--- src/rtl/dendritic_tdm_scheduler.sv ---
// dendritic_tdm_scheduler: one shared multiplier stepping NUM_CH dendritic channels per tick
module dendritic_tdm_scheduler #(
  parameter int WIDTH = 18,
  parameter int FRAC = 14,
  parameter int NUM_CH = 3,
  parameter int CH_W = 2
) (
  input  logic                     clk,
  input  logic                     rst,
  input  logic                     clk_en,
  input  logic [NUM_CH*WIDTH-1:0]  basal_in,
  input  logic [NUM_CH*WIDTH-1:0]  apical_in,
  input  logic [NUM_CH*WIDTH-1:0]  apical_gain,
  input  logic [WIDTH-1:0]         ca_threshold,
  output logic [NUM_CH*WIDTH-1:0]  dendritic_out,
  output logic [NUM_CH-1:0]        ca_spike_active,
  output logic [NUM_CH-1:0]        bac_active,
  output logic                     out_valid,
  output logic                     busy,
  output logic                     overrun
);
  localparam logic signed [WIDTH-1:0] K_ONE = WIDTH'(16384);
  localparam logic signed [WIDTH-1:0] K_BAC = WIDTH'(24576);
  localparam logic signed [WIDTH-1:0] K_CABLE = WIDTH'(410);
  localparam logic signed [WIDTH-1:0] K_CA = WIDTH'(137);
  localparam logic signed [WIDTH-1:0] K_QTR = WIDTH'(4096);
  localparam logic signed [WIDTH-1:0] K_NQTR = -WIDTH'(4096);
  typedef enum logic [2:0] {IDLE, GAIN, CABLE, CA, APC, BAC, PUBLISH} state_t;
  state_t state_q, state_d;
  logic [CH_W-1:0] ch_q, ch_d;
  logic [NUM_CH*WIDTH-1:0] basal_q, basal_d, apical_q, apical_d, gain_q, gain_d;
  logic [NUM_CH*WIDTH-1:0] depot_q, depot_d, ca_q, ca_d;
  logic [NUM_CH*WIDTH-1:0] stage_out_q, stage_out_d, out_q, out_d;
  logic [NUM_CH-1:0] stage_bac_q, stage_bac_d, stage_spk_q, stage_spk_d;
  logic [NUM_CH-1:0] bac_q, bac_d, spk_q, spk_d;
  logic signed [WIDTH-1:0] thr_q, thr_d, s_q, s_d, d1_q, d1_d, c1_q, c1_d, comb_q, comb_d;
  logic out_valid_q, out_valid_d, overrun_q, overrun_d;
  logic signed [WIDTH-1:0] basal, apical, gain, d0, c0, cc, tgt, mul_a, mul_b, mul_r;
  logic signed [2*WIDTH-1:0] prod;
  logic bac, last, unused_prod;
  assign prod = mul_a * mul_b;
  assign unused_prod = ^{prod[FRAC-1:0], prod[2*WIDTH-1:FRAC+WIDTH]};
  assign last = ch_q == CH_W'(NUM_CH - 1);
  assign dendritic_out = out_q;
  assign ca_spike_active = spk_q;
  assign bac_active = bac_q;
  assign out_valid = out_valid_q;
  assign overrun = overrun_q;
  assign busy = state_q != IDLE && state_q != PUBLISH;
  always_comb begin
    basal = basal_q[ch_q*WIDTH +: WIDTH];
    apical = apical_q[ch_q*WIDTH +: WIDTH];
    gain = gain_q[ch_q*WIDTH +: WIDTH];
    d0 = depot_q[ch_q*WIDTH +: WIDTH];
    c0 = ca_q[ch_q*WIDTH +: WIDTH];
    cc = c0 < 0 ? '0 : c0;
    tgt = d0 > thr_q ? K_ONE : '0;
    bac = (basal > K_QTR || basal < K_NQTR) && cc > K_QTR;
    mul_a = state_q == GAIN  ? apical :
            state_q == CABLE ? s_q - d0 :
            state_q == CA    ? tgt - c0 :
            state_q == APC   ? cc :
            state_q == BAC   ? comb_q : '0;
    mul_b = state_q == GAIN  ? gain :
            state_q == CABLE ? K_CABLE :
            state_q == CA    ? K_CA :
            state_q == APC   ? K_QTR :
            state_q == BAC   ? (bac ? K_BAC : K_ONE) : '0;
    mul_r = prod[FRAC +: WIDTH];
  end
  always_comb begin
    state_d = state_q;
    ch_d = ch_q;
    basal_d = basal_q;
    apical_d = apical_q;
    gain_d = gain_q;
    thr_d = thr_q;
    depot_d = depot_q;
    ca_d = ca_q;
    s_d = s_q;
    d1_d = d1_q;
    c1_d = c1_q;
    comb_d = comb_q;
    stage_out_d = stage_out_q;
    stage_bac_d = stage_bac_q;
    stage_spk_d = stage_spk_q;
    out_d = out_q;
    bac_d = bac_q;
    spk_d = spk_q;
    out_valid_d = 1'b0;
    overrun_d = overrun_q | (clk_en && state_q != IDLE);
    unique case (state_q)
      IDLE: if (clk_en) begin
        basal_d = basal_in;
        apical_d = apical_in;
        gain_d = apical_gain;
        thr_d = ca_threshold;
        ch_d = '0;
        state_d = GAIN;
      end
      GAIN: begin
        s_d = mul_r;
        state_d = CABLE;
      end
      CABLE: begin
        d1_d = d0 + mul_r;
        state_d = CA;
      end
      CA: begin
        c1_d = c0 + mul_r;
        state_d = APC;
      end
      APC: begin
        comb_d = basal + mul_r;
        state_d = BAC;
      end
      BAC: begin
        depot_d[ch_q*WIDTH +: WIDTH] = d1_q;
        ca_d[ch_q*WIDTH +: WIDTH] = c1_q;
        stage_out_d[ch_q*WIDTH +: WIDTH] = mul_r;
        stage_bac_d[ch_q] = bac;
        stage_spk_d[ch_q] = cc > K_QTR;
        out_d = last ? stage_out_d : out_q;
        bac_d = last ? stage_bac_d : bac_q;
        spk_d = last ? stage_spk_d : spk_q;
        out_valid_d = last;
        ch_d = last ? ch_q : ch_q + 1'b1;
        state_d = last ? PUBLISH : GAIN;
      end
      PUBLISH: state_d = IDLE;
      default: state_d = IDLE;
    endcase
  end
  always_ff @(posedge clk) begin
    if (rst) begin
      state_q <= IDLE;
      ch_q <= '0;
      basal_q <= '0;
      apical_q <= '0;
      gain_q <= '0;
      thr_q <= '0;
      depot_q <= '0;
      ca_q <= '0;
      s_q <= '0;
      d1_q <= '0;
      c1_q <= '0;
      comb_q <= '0;
      stage_out_q <= '0;
      stage_bac_q <= '0;
      stage_spk_q <= '0;
      out_q <= '0;
      bac_q <= '0;
      spk_q <= '0;
      out_valid_q <= 1'b0;
      overrun_q <= 1'b0;
    end else begin
      state_q <= state_d;
      ch_q <= ch_d;
      basal_q <= basal_d;
      apical_q <= apical_d;
      gain_q <= gain_d;
      thr_q <= thr_d;
      depot_q <= depot_d;
      ca_q <= ca_d;
      s_q <= s_d;
      d1_q <= d1_d;
      c1_q <= c1_d;
      comb_q <= comb_d;
      stage_out_q <= stage_out_d;
      stage_bac_q <= stage_bac_d;
      stage_spk_q <= stage_spk_d;
      out_q <= out_d;
      bac_q <= bac_d;
      spk_q <= spk_d;
      out_valid_q <= out_valid_d;
      overrun_q <= overrun_d;
    end
  end
endmodule

--- config.mk ---
export PLATFORM = sky130hd
export DESIGN_NAME = dendritic_tdm_scheduler
export DESIGN_NICKNAME = d
export VERILOG_FILES = /design/src/rtl/dendritic_tdm_scheduler.sv
export SDC_FILE = /design/constraint.sdc
export NUM_CORES = 2
export LEC_CHECK = 0
export BUFFER_PORTS_ARGS = -buffer_cell sky130_fd_sc_hd__buf_2
export CAP_MARGIN = 20
export CORE_MARGIN = 2
export CORE_UTILIZATION = 59
export DETAILED_ROUTE_END_ITERATION = 10
export GPL_TIMING_DRIVEN = 1
export PLACE_DENSITY = 0.74
export SLEW_MARGIN = 25
export SYNTH_ARGS = -nofsm -noshare
export SYNTH_HDL_FRONTEND = slang
export SYNTH_SLANG_ARGS = --single-unit
--- constraint.sdc ---
create_clock -name clk -period 24.8 [get_ports clk]
set_input_delay 6.2 -clock clk [delete_from_list [all_inputs] [get_ports clk]]
set_output_delay 6.2 -clock clk [all_outputs]
set_load 0.1 [all_outputs]
==> impl_metrics.env <==
export IMPL_yosysWarnings=0
export IMPL_critPathSlowestCell="a211oi_2"
export IMPL_finClkSkew_ns=0.0619
export IMPL_ys_flop_type="dfxtp_1"
export IMPL_syn_nets=5306
export IMPL_firstDrtPassIters=7
export IMPL_status="completed"
export IMPL_slew_headroom_pct=21.7
export IMPL_fmax_ghz=0.0728
export IMPL_clkSinkCount=485
export IMPL_setup_violations=0
export IMPL_grt_pass1_wl_um=187000
export IMPL_hold_viol=0
export IMPL_synth_distinct_cells=98
export IMPL_cts_tree="done"
export IMPL_synthArstFlopShare_pct=0
export IMPL_cts_htree_levels=2
export IMPL_cp_common_cell="o21ai_0"
export IMPL_cts_resized=0
export IMPL_hp_class="reg -> reg"
export IMPL_nets=5386
export IMPL_gp_congestion=0.984
export IMPL_layout_drive_gt1_share_pct=10.4
export IMPL_fin_crit_sh_pct=55.4
export IMPL_tightest_slew_ns=1.17
export IMPL_die_area_um2=65000
export IMPL_synth_edff_count=0
export IMPL_syn_instance_count=4649
export IMPL_final_setup_tns_ns=0
export IMPL_vias=34524
export IMPL_cpPeakStageDelay_ns=0.88
export IMPL_die_x_um=255
export IMPL_ctsHoldBuffers=0
export IMPL_ir_drop_uv=54.4
export IMPL_critPathMaxFanout=50
export IMPL_rows=92
export IMPL_start_util_pct=59.4
export IMPL_clockRootBuffer="clkbuf_16"
export IMPL_drt_total_wl_um=122000
export IMPL_critPathLaunchType="flip-flop"
export IMPL_clkTransAtPathRegs_ns=0.06
export IMPL_p_per_area_nw_per_um2=62.8
export IMPL_gr_total_overflow=0
export IMPL_cp_required_ns=25.33
export IMPL_drc=0
export IMPL_antenna_left=0
export IMPL_wire_per_inst_um=21.7
export IMPL_ys_seq_elements=485
export IMPL_core_area_um2=62600
export IMPL_final_util_pct=64.8
export IMPL_drt_iter0_markers=3937
export IMPL_grt_max_degree=136
export IMPL_rsz0062_at_grt="no"
export IMPL_synth_area_um2=37200
export IMPL_slew_viol_final=0
export IMPL_drt_vias_per_instance=6.15
export IMPL_portBuffers=245
export IMPL_post_cts_setup_buffers=0
export IMPL_insertion_delay_ns=0.64
export IMPL_grt_pass1_vias=32709
export IMPL_endpoint_kind="flip-flop"
export IMPL_synthToLayoutAreaGrowth_pct=9.11
export IMPL_dp_hpwl_um=89900
export IMPL_die_h_um=255
export IMPL_antenna_found_initial=6
export IMPL_avgSynthCellArea_um2=7.99
export IMPL_crit_type="reg -> reg"
export IMPL_cts_path_max_buffers=3
export IMPL_fin_crit_ns=13.75
export IMPL_grt_usage_pct=37.2
export IMPL_power_total_mw=2.55
export IMPL_cap_violations=0
export IMPL_critPathArrivalTime_ns=14.28
export IMPL_numCtsBuffers=50
export IMPL_synth_sequential_area_ratio_pct=26.1
export IMPL_power_leakage_nw=17.0
export IMPL_ios=246
[report_power, final]
part           total, mW  leakage (nW)  switching, mW  internal [mW]
logic              0.960          12.3          0.633          0.326
registers          0.830          3.94         0.0202          0.810
clock network      0.757         0.784          0.336          0.420
total               2.55          17.0          0.990           1.56
[cell usage in the layout (no fill, tap or decap), types with 23 or more instances in the layout]
master     synthesis  layout
fa_1             292     292
dfxtp_1          485     483
a21oi_1          416     416
nand2_1          869     866
and2_1            38      37
nor2_1           412     405
a221oi_1          69      69
ha_1             182     181
a31oi_1           27      27
a22oi_1           82      82
inv_1            432     430
nor2b_1           36      35
nand3_1           42      42
a21o_1            40      40
nor3_1            98      95
nand2b_1          34      34
xor2_1            25      23
mux2i_1          132     132
buf_2             13     244
xnor2_1           74      73
o21ai_0          110     110
clkbuf_16          0      51
mux2_2            29      29
o22ai_1           62      62
a211oi_1          34      33
buf_4              8      76
[worst paths after layout]
check	startpoint	cells after the start	to	slack [ns]
worst min register to register	dendritic_out[4]$_SDFFE_PP0P_	2	dendritic_out[4]$_SDFFE_PP0P_	0.45
worst max register to register	ch_q[0]$_SDFFE_PP0P_	47	c1_q[17]$_SDFFE_PP0P_	11.05
worst max-delay path	ch_q[0]$_SDFFE_PP0P_	47	c1_q[17]$_SDFFE_PP0P_	11.05
worst min-delay path	dendritic_out[4]$_SDFFE_PP0P_	2	dendritic_out[4]$_SDFFE_PP0P_	0.45
[flip-flops by register name (all words and copies together), names as in the netlist, 54 cells and up]
signal,count
apical_q,54
dendritic_out,54
ca_q,54
depot_q,54
stage_out_q,54
basal_q,54
gain_q,54
[critical path, delay by kind of cell (launching register included)]
kind                       cells  cell delay (ns)
adders and majority gates     10             4.54
DFF                            1             0.83
and+or+nand+nor                9             1.00
AOI/OAI and AO/OA             21             6.00
buffers and inverters          6             0.95
muxes                          1             0.26
[logic make-up (layout without fill, tap and decap cells)]
group / Yosys count / after routing / share of synthesized area, %
buffers and inverters: 728 / 840 / 7.70
AO/OA/AOI/OAI: 1052 / 1052 / 18.3
multiplexers: 165 / 165 / 4.65
AND/OR/NAND/NOR: 1639 / 1639 / 18.7
adder cells (fa/ha/maj): 474 / 474 / 21.9
XOR/XNOR: 106 / 106 / 2.67
flip-flops: 485 / 485 / 26.1
other: 0 / 3 / 0
[synthesized netlist by cell type, types with 13 or more instances]
library cell,number,area share [%]
a211oi_1,34,0.69
a21o_1,40,0.81
a21oi_1,416,5.6
a221oi_1,69,1.6
a22oi_1,82,1.7
a31oi_1,27,0.45
and2_1,38,0.64
and3_1,22,0.37
buf_1,22,0.22
buf_2,13,0.18
clkbuf_1,240,2.4
dfxtp_1,485,26
fa_1,292,16
ha_1,182,6.1
inv_1,432,4.4
mux2_2,29,0.88
mux2i_1,132,3.6
nand2_1,869,8.8
nand2b_1,34,0.57
nand3_1,42,0.57
nor2_1,412,4.2
nor2b_1,36,0.61
nor3_1,98,1.3
nor4_1,16,0.27
o21a_1,22,0.44
o21ai_0,110,1.5
o21bai_1,15,0.30
o22a_1,18,0.42
o22ai_1,62,1.0
or3_1,22,0.37
xnor2_1,74,1.7
xor2_1,25,0.59
[routing by layer]
layer / GRT usage (%) / part of all wire [%] / vias to the layer above
met3: 6.47 / 9.6 / 376
met2: 57.8 / 44 / 1760
met1: 50.0 / 41 / 16595
li1: - / - / 15793
met4: 19.1 / 5.8 / 0
met5: 0 / 0 / -
[cell type report]
type                            count  area (um^2)
Timing Repair Buffer              322         1820
Inverter                          434         1630
Sequential cell                   485         9720
Clock buffer                       70         1410
Multi-Input combinational cell   3436        24700
Clock inverter                     14          211
Fill cell                        5652        22100
Antenna cell                        3         7.51
Tap cell                          846         1060
[through the flow]
| stage | instances | setup WS (ns) | area, um^2 | hold WS [ns] |
|---|---|---|---|---|
| after global placement | 5523 | 11.36 | 38900 | 0.439 |
| after global routing | 5610 | 10.26 | 40600 | 0.469 |
| after CTS | 5607 | 11.35 | 40500 | 0.453 |
| after floorplan | 4649 | 11.83 | 37200 | 0.431 |
| after detailed placement | 5523 | 11.36 | 38900 | 0.444 |
| final | 5610 | 11.05 | 40600 | 0.447 |
No activity file was read; power rests on OpenSTA's default activity.
